**src/rtl/uart_alu_interface_pkg.sv**
```systemverilog
// Shared types and defaults for the UART <-> ALU command sequencer.
package uart_alu_interface_pkg;

  localparam int DBIT_DEF  = 8;
  localparam int NB_OP_DEF = 6;

  typedef enum logic [2:0] {
    WAIT_A  = 3'd0,
    WAIT_B  = 3'd1,
    WAIT_OP = 3'd2,
    EXEC    = 3'd3,
    SEND    = 3'd4
  } state_e;

endpackage

```
**src/rtl/uart_alu_timeout.sv**
```systemverilog
// Saturating idle counter; expire_o flags an idle cycle once the count has reached TIMEOUT.
module uart_alu_timeout #(
  parameter int unsigned TIMEOUT = 2**20,
  parameter int          TO_BITS = 21
) (
  input  logic clk,
  input  logic reset,
  input  logic clear_i,
  input  logic en_i,
  output logic expire_o
);

  localparam logic [TO_BITS-1:0] TO_MAX = TO_BITS'(TIMEOUT);

  logic [TO_BITS-1:0] cnt_q;

  // NOTE: sequential state is written with <= only, so every register sees pre-edge values.
  always_ff @(posedge clk or posedge reset) begin
    if (reset) begin
      cnt_q <= '0;
    end else if (clear_i) begin
      cnt_q <= '0;
    end else if (en_i && (cnt_q != TO_MAX)) begin
      cnt_q <= cnt_q + TO_BITS'(1);
    end
  end

  // A zero TIMEOUT never expires; a pop in the same cycle takes priority in the FSM.
  assign expire_o = (TIMEOUT != 0) && en_i && (cnt_q == TO_MAX);

endmodule

```
**src/rtl/uart_alu_interface.sv**
```systemverilog
// Command sequencer: pops A, B, opcode from the RX FIFO, registers the ALU result and
// pushes it to the TX FIFO; a stalled partial frame is dropped after an idle timeout.
module uart_alu_interface
  import uart_alu_interface_pkg::*;
#(
  parameter int          DBIT    = DBIT_DEF,
  parameter int          NB_OP   = NB_OP_DEF,
  parameter int unsigned TIMEOUT = 2**20,
  parameter int          TO_BITS = 21
) (
  input  logic             clk,
  input  logic             reset,
  input  logic             rx_empty,
  input  logic [DBIT-1:0]  r_data,
  output logic             rd_uart,
  input  logic             tx_full,
  output logic             wr_uart,
  output logic [DBIT-1:0]  w_data,
  output logic [DBIT-1:0]  o_data_a,
  output logic [DBIT-1:0]  o_data_b,
  output logic [NB_OP-1:0] o_op,
  input  logic [DBIT-1:0]  i_alu_result,
  output logic             o_busy,
  output logic             o_timeout
);

  state_e             state_q;
  logic [DBIT-1:0]    data_a_q, data_b_q, result_q, w_data_q;
  logic [NB_OP-1:0]   op_q;
  logic               rd_q, wr_q, busy_q, timeout_q;

  logic to_active, pop, expire;

  assign to_active = (state_q == WAIT_B) || (state_q == WAIT_OP);
  // While a pop strobe is in flight the FIFO head is still the byte just taken.
  assign pop = (state_q == WAIT_A || to_active) && !rx_empty && !rd_q;

  uart_alu_timeout #(
    .TIMEOUT (TIMEOUT),
    .TO_BITS (TO_BITS)
  ) u_timeout (
    .clk      (clk),
    .reset    (reset),
    .clear_i  (!to_active || pop),
    .en_i     (to_active && rx_empty),
    .expire_o (expire)
  );

  // NOTE: operand/result registers are reset too, so every output reads 0 straight out of reset.
  always_ff @(posedge clk or posedge reset) begin
    if (reset) begin
      state_q   <= WAIT_A;
      data_a_q  <= '0;
      data_b_q  <= '0;
      op_q      <= '0;
      result_q  <= '0;
      w_data_q  <= '0;
      rd_q      <= 1'b0;
      wr_q      <= 1'b0;
      busy_q    <= 1'b0;
      timeout_q <= 1'b0;
    end else begin
      rd_q      <= 1'b0;
      wr_q      <= 1'b0;
      timeout_q <= 1'b0;
      unique case (state_q)
        WAIT_A: if (pop) begin
          data_a_q <= r_data;
          rd_q     <= 1'b1;
          busy_q   <= 1'b1;
          state_q  <= WAIT_B;
        end
        WAIT_B: if (pop) begin
          data_b_q <= r_data;
          rd_q     <= 1'b1;
          state_q  <= WAIT_OP;
        end else if (expire) begin
          timeout_q <= 1'b1;
          busy_q    <= 1'b0;
          state_q   <= WAIT_A;
        end
        WAIT_OP: if (pop) begin
          op_q    <= r_data[NB_OP-1:0];
          rd_q    <= 1'b1;
          state_q <= EXEC;
        end else if (expire) begin
          timeout_q <= 1'b1;
          busy_q    <= 1'b0;
          state_q   <= WAIT_A;
        end
        EXEC: begin
          result_q <= i_alu_result;
          state_q  <= SEND;
        end
        SEND: if (!tx_full) begin
          w_data_q <= result_q;
          wr_q     <= 1'b1;
          busy_q   <= 1'b0;
          state_q  <= WAIT_A;
        end
        default: begin
          busy_q  <= 1'b0;
          state_q <= WAIT_A;
        end
      endcase
    end
  end

  assign rd_uart   = rd_q;
  assign wr_uart   = wr_q;
  assign w_data    = w_data_q;
  assign o_data_a  = data_a_q;
  assign o_data_b  = data_b_q;
  assign o_op      = op_q;
  assign o_busy    = busy_q;
  assign o_timeout = timeout_q;

endmodule

```
**config.mk**
```make
export PLATFORM = sky130hd
export DESIGN_NAME = uart_alu_interface
export DESIGN_NICKNAME = d
export VERILOG_FILES = /design/src/rtl/uart_alu_interface_pkg.sv /design/src/rtl/uart_alu_timeout.sv /design/src/rtl/uart_alu_interface.sv
export SDC_FILE = /design/constraint.sdc
export NUM_CORES = 1
export LEC_CHECK = 0
export CORE_UTILIZATION = 58
export CTS_BUF_LIST = sky130_fd_sc_hd__clkbuf_4 sky130_fd_sc_hd__clkbuf_8
export DETAILED_ROUTE_END_ITERATION = 8
export PLACE_DENSITY = 0.94
export SKIP_CTS_REPAIR_TIMING = 1
export SYNTH_ARGS = -nofsm -noshare
export SYNTH_HDL_FRONTEND = slang
export SYNTH_HIERARCHICAL = 1
export SYNTH_SLANG_ARGS = --single-unit
```
**constraint.sdc**
```tcl
create_clock -name clk -period 3.9 [get_ports clk]
set_clock_uncertainty 0.05 [all_clocks]
set_input_delay 0.39 -clock clk [delete_from_list [all_inputs] [get_ports clk]]
set_output_delay 0.39 -clock clk [all_outputs]
set_load 0.005 [all_outputs]
```
==> impl_metrics.ini, run 1 <==
[route]
firstDrtPassIters = 4
ant_nets = 0
drt_iter0_drc = 140
vias = 2093
drt-total-wl_microns = 6440
wl_per_cell_microns = 17.5
post-route-drc-count = 0
routed_via_density = 5.69

[setup_path]
path_class = register to register
arrival_ns = 2.84
required_ns = 4.07
critPathCaptureType = register
crit_path_start_kind = register
critPathMaxFanout = 15

[global_routing]
grt_pass1_wl_microns = 10300
grt_pass1_vias = 2167
met1_usage = 0.299
busiest_layer = met2
antenna_found_initial = 0
met3_usage = 0.123
grt_overflow = 0
grt_max_degree = 46
met2_usage = 0.424
grt_usage = 0.266

[floorplan]
core_sq_mm = 0.00482
start_util = 0.615
die_w_microns = 73.5
rows = 25
chipHeight_microns = 73.5
pin_count = 54
die_area_sq_mm = 0.00540

[timing]
fmax_mhz = 374
worst_slew_pin_slew_ns = 0.801
drv_slew = 0
final_hold_viol_count = 0
post-route-min-period_ns = 2.67
rsz0062_at_grt = no
finalSetupViolCount = 0
final.setup.tns_ns = 0
hold_ws_ns = 0.455
max_slew_margin = 0.466
period_share = 0.685

[clocking]
numCtsBuffers = 9
cts_max_level = 3
worstSkewPairLatency_ns = 0.33
clkSinkCount = 66
root_buffer = clkbuf_8
cts_tree = built
clkTransAtPathRegs_ns = 0.07
cts_max_path_buffers = 2

[final_layout]
finish.utilization = 0.780
drive_gt1_frac = 0.229
antenna_cells = 0
design_area_sq_mm = 0.00376
nNetsFinal = 318
syn_to_final_growth_pct = 26.8

[synth]
ys_ff_latch = 66
synth_top_flop_cell = dfrtp_1
netlist_instances = 238
ys_types = 45
syn_nets = 260
avgSynthCellArea_sq_um = 12.5
syn_area_sq_mm = 0.00296
synth_async_sr_flop_share = 1.00
synth_edf_count = 0
yosysWarnings = 6
seq_area_frac_synth = 0.557

[place]
portBuffers = 53
place_area_sq_mm = 0.00354
place_hpwl_microns = 4260
globalplace.congestion = 0.819

[power]
p_leak_nw = 1.59
power_density_mw_per_mm2 = 695
vdd_drop_max_v = 0.000510
fin_total_pwr_mw = 2.61

[job]
maxCapViolations = 0

[outcome]
status = finished, final reports clean

[min_path]
holdCritPathClass = register to register
## cells in the mapped netlist, types with 2 or more instances
library cell,n,share of area
nor4_1,3,0.0063
nor2b_1,2,0.0042
or4_1,3,0.0076
nand2_1,10,0.013
ha_1,2,0.0084
o31ai_1,3,0.0076
inv_1,7,0.0089
nand3_1,10,0.017
dfrtp_1,66,0.56
o21ai_0,3,0.0051
and4_1,3,0.0089
nand4_1,6,0.013
xnor2_1,3,0.0089
clkbuf_1,3,0.0038
or3_1,3,0.0063
mux2_2,38,0.14
and2_1,2,0.0042
nor3b_1,2,0.0051
nor2_1,23,0.029
a21oi_1,10,0.017
buf_6,3,0.011
xor2_1,10,0.030
## cells by family after synthesis
kind of cell,after synthesis,share of synthesized area
XOR/XNOR,13,0.0384
AND/OR/NAND/NOR,81,0.171
multiplexers,40,0.153
adder cells (fa/ha/maj),2,0.00844
flip-flops,66,0.557
AO/OA/AOI/OAI,22,0.0464
buffers and inverters,14,0.0257
## critical path, cell delays in order, from the launching register on
cell and delay (ns):
dfrtp_1 0.55, xor2_1 0.27, nor2b_1 0.22, and2_1 0.46, o21ai_2 0.28, nor4_2 0.40, mux2_4 0.33
## power by group
part           switching, mW  internal (mW)  total [mW]
clock                  0.252          0.382       0.634
sequential             0.160          0.912        1.07
combinational          0.361          0.542       0.904
total                  0.773           1.84        2.61
## placed cells by master (no fill, tap or decap), drive strengths merged, types with 3 or more instances in the layout
| cell type | count |
|---|---|
| a21oi | 10 |
| and2 | 3 |
| and4 | 3 |
| clkbuf | 11 |
| clkdlybuf4s50 | 53 |
| clkinv | 3 |
| dfrtp | 66 |
| inv | 6 |
| mux2 | 39 |
| nand2 | 11 |
| nand3 | 10 |
| nand4 | 8 |
| nor2 | 24 |
| nor4 | 5 |
| nor4b | 3 |
| o21ai | 4 |
| o31ai | 3 |
| or3 | 3 |
| or4 | 3 |
| xnor2 | 3 |
| xor2 | 10 |
## flip-flops by register name (all words and copies together) (netlist names), 3 cells and up
signal and count:
result_q 8, o_op 6, w_data 8, o_data_b 8
o_data_a 8, u_timeout/cnt_q 21, state_q 3
## routing by layer
metal,wire length (microns),vias to the layer above
met5,0,-
met3,493,15
met1,2610,1039
met2,3210,70
met4,133,0
li1,-,969
## worst paths after layout
check | startpoint | end | slack [ns] | cells after the start
worst min-delay path | result_q[7] | result_q[7] | 0.46 | 1
worst min register to register | result_q[7] | result_q[7] | 0.46 | 1
min in group asynchronous | reset | rd_uart | 0.48 | 3
max in group asynchronous | reset | u_timeout/cnt_q[17] | 2.79 | 2
worst max-delay path | state_q[0] | u_timeout/cnt_q[11] | 1.23 | 6
worst max register to register | state_q[0] | u_timeout/cnt_q[11] | 1.23 | 6
## final cells by class
type | instances | area (sq um)
Clock buffer | 11 | 145
Clock inverter | 5 | 77.6
Fill cell | 309 | 1060
Inverter | 7 | 26.3
Multi-Input combinational cell | 158 | 1240
Sequential cell | 66 | 1650
Tap cell | 67 | 83.8
Timing Repair Buffer | 54 | 538
## per-stage QoR
| stage | instances | setup WS [ns] |
|---|---|---|
| after detailed placement | 352 | 1.28 |
| after global placement | 352 | 1.43 |
| after CTS | 368 | 1.26 |
| final | 368 | 1.23 |
| after global routing | 368 | 0.996 |
| after floorplan | 238 | 1.80 |
No activity file was read; power rests on OpenSTA's default activity.
==> run 2, diff against run 1 <==
--- a/config.mk
+++ b/config.mk
@@ -5,10 +5,10 @@
 export SDC_FILE = /design/constraint.sdc
 export NUM_CORES = 1
 export LEC_CHECK = 0
-export CORE_UTILIZATION = 58
+export CORE_UTILIZATION = 49
 export CTS_BUF_LIST = sky130_fd_sc_hd__clkbuf_4 sky130_fd_sc_hd__clkbuf_8
 export DETAILED_ROUTE_END_ITERATION = 8
-export PLACE_DENSITY = 0.94
+export PLACE_DENSITY = 0.85
 export SKIP_CTS_REPAIR_TIMING = 1
 export SYNTH_ARGS = -nofsm -noshare
 export SYNTH_HDL_FRONTEND = slang
==> constraint.sdc (replaced) <==
create_clock -name clk -period 2.42 [get_ports clk]
set_clock_uncertainty 0.05 [all_clocks]
set_input_delay 0.242 -clock clk [delete_from_list [all_inputs] [get_ports clk]]
set_output_delay 0.242 -clock clk [all_outputs]
set_load 0.005 [all_outputs]
==> run 2 against run 1 <==
  * Cell count rose by 2.2%
  * Global-route usage is 4.8 points lower
  * Worst setup slack worse by 0.94 ns
  * Via count fell by 0.86%
  * Wire length is 4.3% lower
  * Clock power is 77% higher
  * Sequential power rose by 60%
  * Sequential cell count did not move
  * Worst hold slack lost 0.10 ns
  * Maximum frequency grew 25%
  * Critical path type unchanged
==> impl_metrics.ini, run 2 (synthesized netlist as in run 1, its figures left out) <==
[place]
globalplace.congestion = 0.821
portBuffers = 53
place_area_sq_mm = 0.00356
place_hpwl_microns = 4280

[final_layout]
multi_input_area_sq_mm = 0.00124
top_register = u_timeout/cnt_q
drive_gt1_frac = 0.240
antenna_cells = 0
nFillCells = 407
nNetsFinal = 321
syn_to_final_growth_pct = 28.6
design_area_sq_mm = 0.00381
final_cell_mix = dfrtp_1 (66), clkdlybuf4s50_1 (53), mux2_2 (38)
largest_reg_flops = 21
layout_commonest_cell = dfrtp_1
final-seq-area_sq_mm = 0.00165

[floorplan]
die_area_sq_mm = 0.00636
pin_count = 54
chipHeight_microns = 79.8
core_sq_mm = 0.00568
rows = 27
die_w_microns = 79.8
start_util = 0.522

[power]
p_sw_frac = 0.286
p_sw_mw = 1.24
p_int_mw = 3.09
p_seq_frac = 0.394
p_clk_frac = 0.260
vdd_drop_max_v = 0.000819
power_density_mw_per_mm2 = 1130
pwr-share-comb = 0.346
p_leak_nw = 1.61

[global_routing]
grt_usage = 0.218
grt_pass1_vias = 2204
grt_overflow = 0
grt_pass1_wl_microns = 10400
grt_max_degree = 46
antenna_found_initial = 0

[timing]
hold_ws_ns = 0.351
fmax_mhz = 468
final_hold_viol_count = 0
worst_slew_pin_slew_ns = 0.911
drv_slew = 0
finalSetupViolCount = 0
final.setup.tns_ns = 0
max_slew_margin = 0.392
rsz0062_at_grt = no
period_share = 0.883
post-route-min-period_ns = 2.14

[clocking]
cts_max_path_buffers = 2
root_buffer = clkbuf_8
clkTransAtPathRegs_ns = 0.08
cts_tree = built
worstSkewPairLatency_ns = 0.34
numCtsBuffers = 9
cts_max_level = 3
clkSinkCount = 66

[route]
drt-total-wl_microns = 6170
ant_nets = 0
post-route-drc-count = 0
wl_per_cell_microns = 16.4
routed_via_density = 5.52
firstDrtPassIters = 4
vias = 2075
drt_iter0_drc = 155

[job]
maxCapViolations = 0

[setup_path]
crit_path_start_kind = register
critPathMaxFanout = 9
arrival_ns = 2.32
rrSetupSlack_ns = 0.28
required_ns = 2.60
r2r_cells = 6
timing.rr.end = u_timeout/cnt_q[11]
path_class = register to register
critPathCaptureType = register
startpoint = state_q[0]
endpoint = u_timeout/cnt_q[11]
r2r-start = state_q[0]

[min_path]
holdCritPathClass = input pin to asynchronous set/reset pin

[outcome]
status = finished, final reports clean
==> run 2: cell count changes in the layout (fill, tap and decap cells not counted) <==
cell	before	now
clkbuf_8	10	9
clkinv_1	1	0
clkinv_4	0	2
bufinv_16	2	3
inv_2	0	1
buf_4	1	4
clkinv_2	2	0
==> run 2: area by class of cell <==
| cell class | instances | area share |
|---|---|---|
| clock inverter | 6 | 0.0302 |
| inverter | 7 | 0.00689 |
| timing repair buffer | 57 | 0.147 |
| multi-input combinational | 158 | 0.324 |
| clock buffer | 10 | 0.0345 |
| tap | 72 | 0.0236 |
| sequential | 66 | 0.433 |
==> run 2: layer usage <==
| layer | wire (microns) | up-vias | share of wire | track usage |
|---|---|---|---|---|
| li1 | - | 971 | - | - |
| met1 | 2520 | 1032 | 0.41 | 0.267 |
| met2 | 3040 | 60 | 0.49 | 0.344 |
| met3 | 494 | 12 | 0.080 | 0.0857 |
| met4 | 104 | 0 | 0.017 | 0.0875 |
| met5 | 0 | - | 0 | 0 |
==> run 2: through the flow <==
step | setup slack (ns) | cells | utilization | power (mW)
2_1_floorplan | 0.320 | 238 | - | 2.46
3_3_place_gp | 0.351 | 360 | 0.628 | 3.16
3_5_place_dp | 0.279 | 360 | 0.628 | 3.23
4_1_cts | 0.277 | 376 | 0.672 | 4.37
5_1_grt | 0.0918 | 376 | 0.672 | 4.58
6_report | 0.284 | 376 | 0.672 | 4.33
==> run 2: worst min path at each step <==
stage                 from             endpoint  slack, ns  depth (start not counted)
4_1_cts              reset  u_timeout/cnt_q[12]       0.39                          2
3_3_place_gp   result_q[7]            w_data[7]       0.43                          1
6_report             reset  u_timeout/cnt_q[12]       0.35                          2
3_5_place_dp   result_q[0]          result_q[0]       0.44                          1
2_1_floorplan        reset   u_timeout/cnt_q[0]       0.17                          1
5_1_grt              reset  u_timeout/cnt_q[12]       0.43                          2
==> run 2: power by group through the flow <==
| stage | Sequential (mW) | Clock, mW | Combinational (mW) |
|---|---|---|---|
| after detailed placement | 1.72 | 0 | 1.51 |
| after global placement | 1.69 | 0 | 1.46 |
| after global routing | 1.75 | 1.20 | 1.62 |
| final | 1.71 | 1.12 | 1.50 |
| after CTS | 1.71 | 1.14 | 1.52 |
| after floorplan | 1.67 | 0 | 0.790 |
==> run 2: worst max-delay path, stage by stage (launching register included) <==
cell and delay [ns]:
dfrtp_1 0.52, xor2_1 0.24, nor2b_1 0.22, and2_1 0.18, o21ai_2 0.14, nor4_2 0.35
mux2_4 0.33
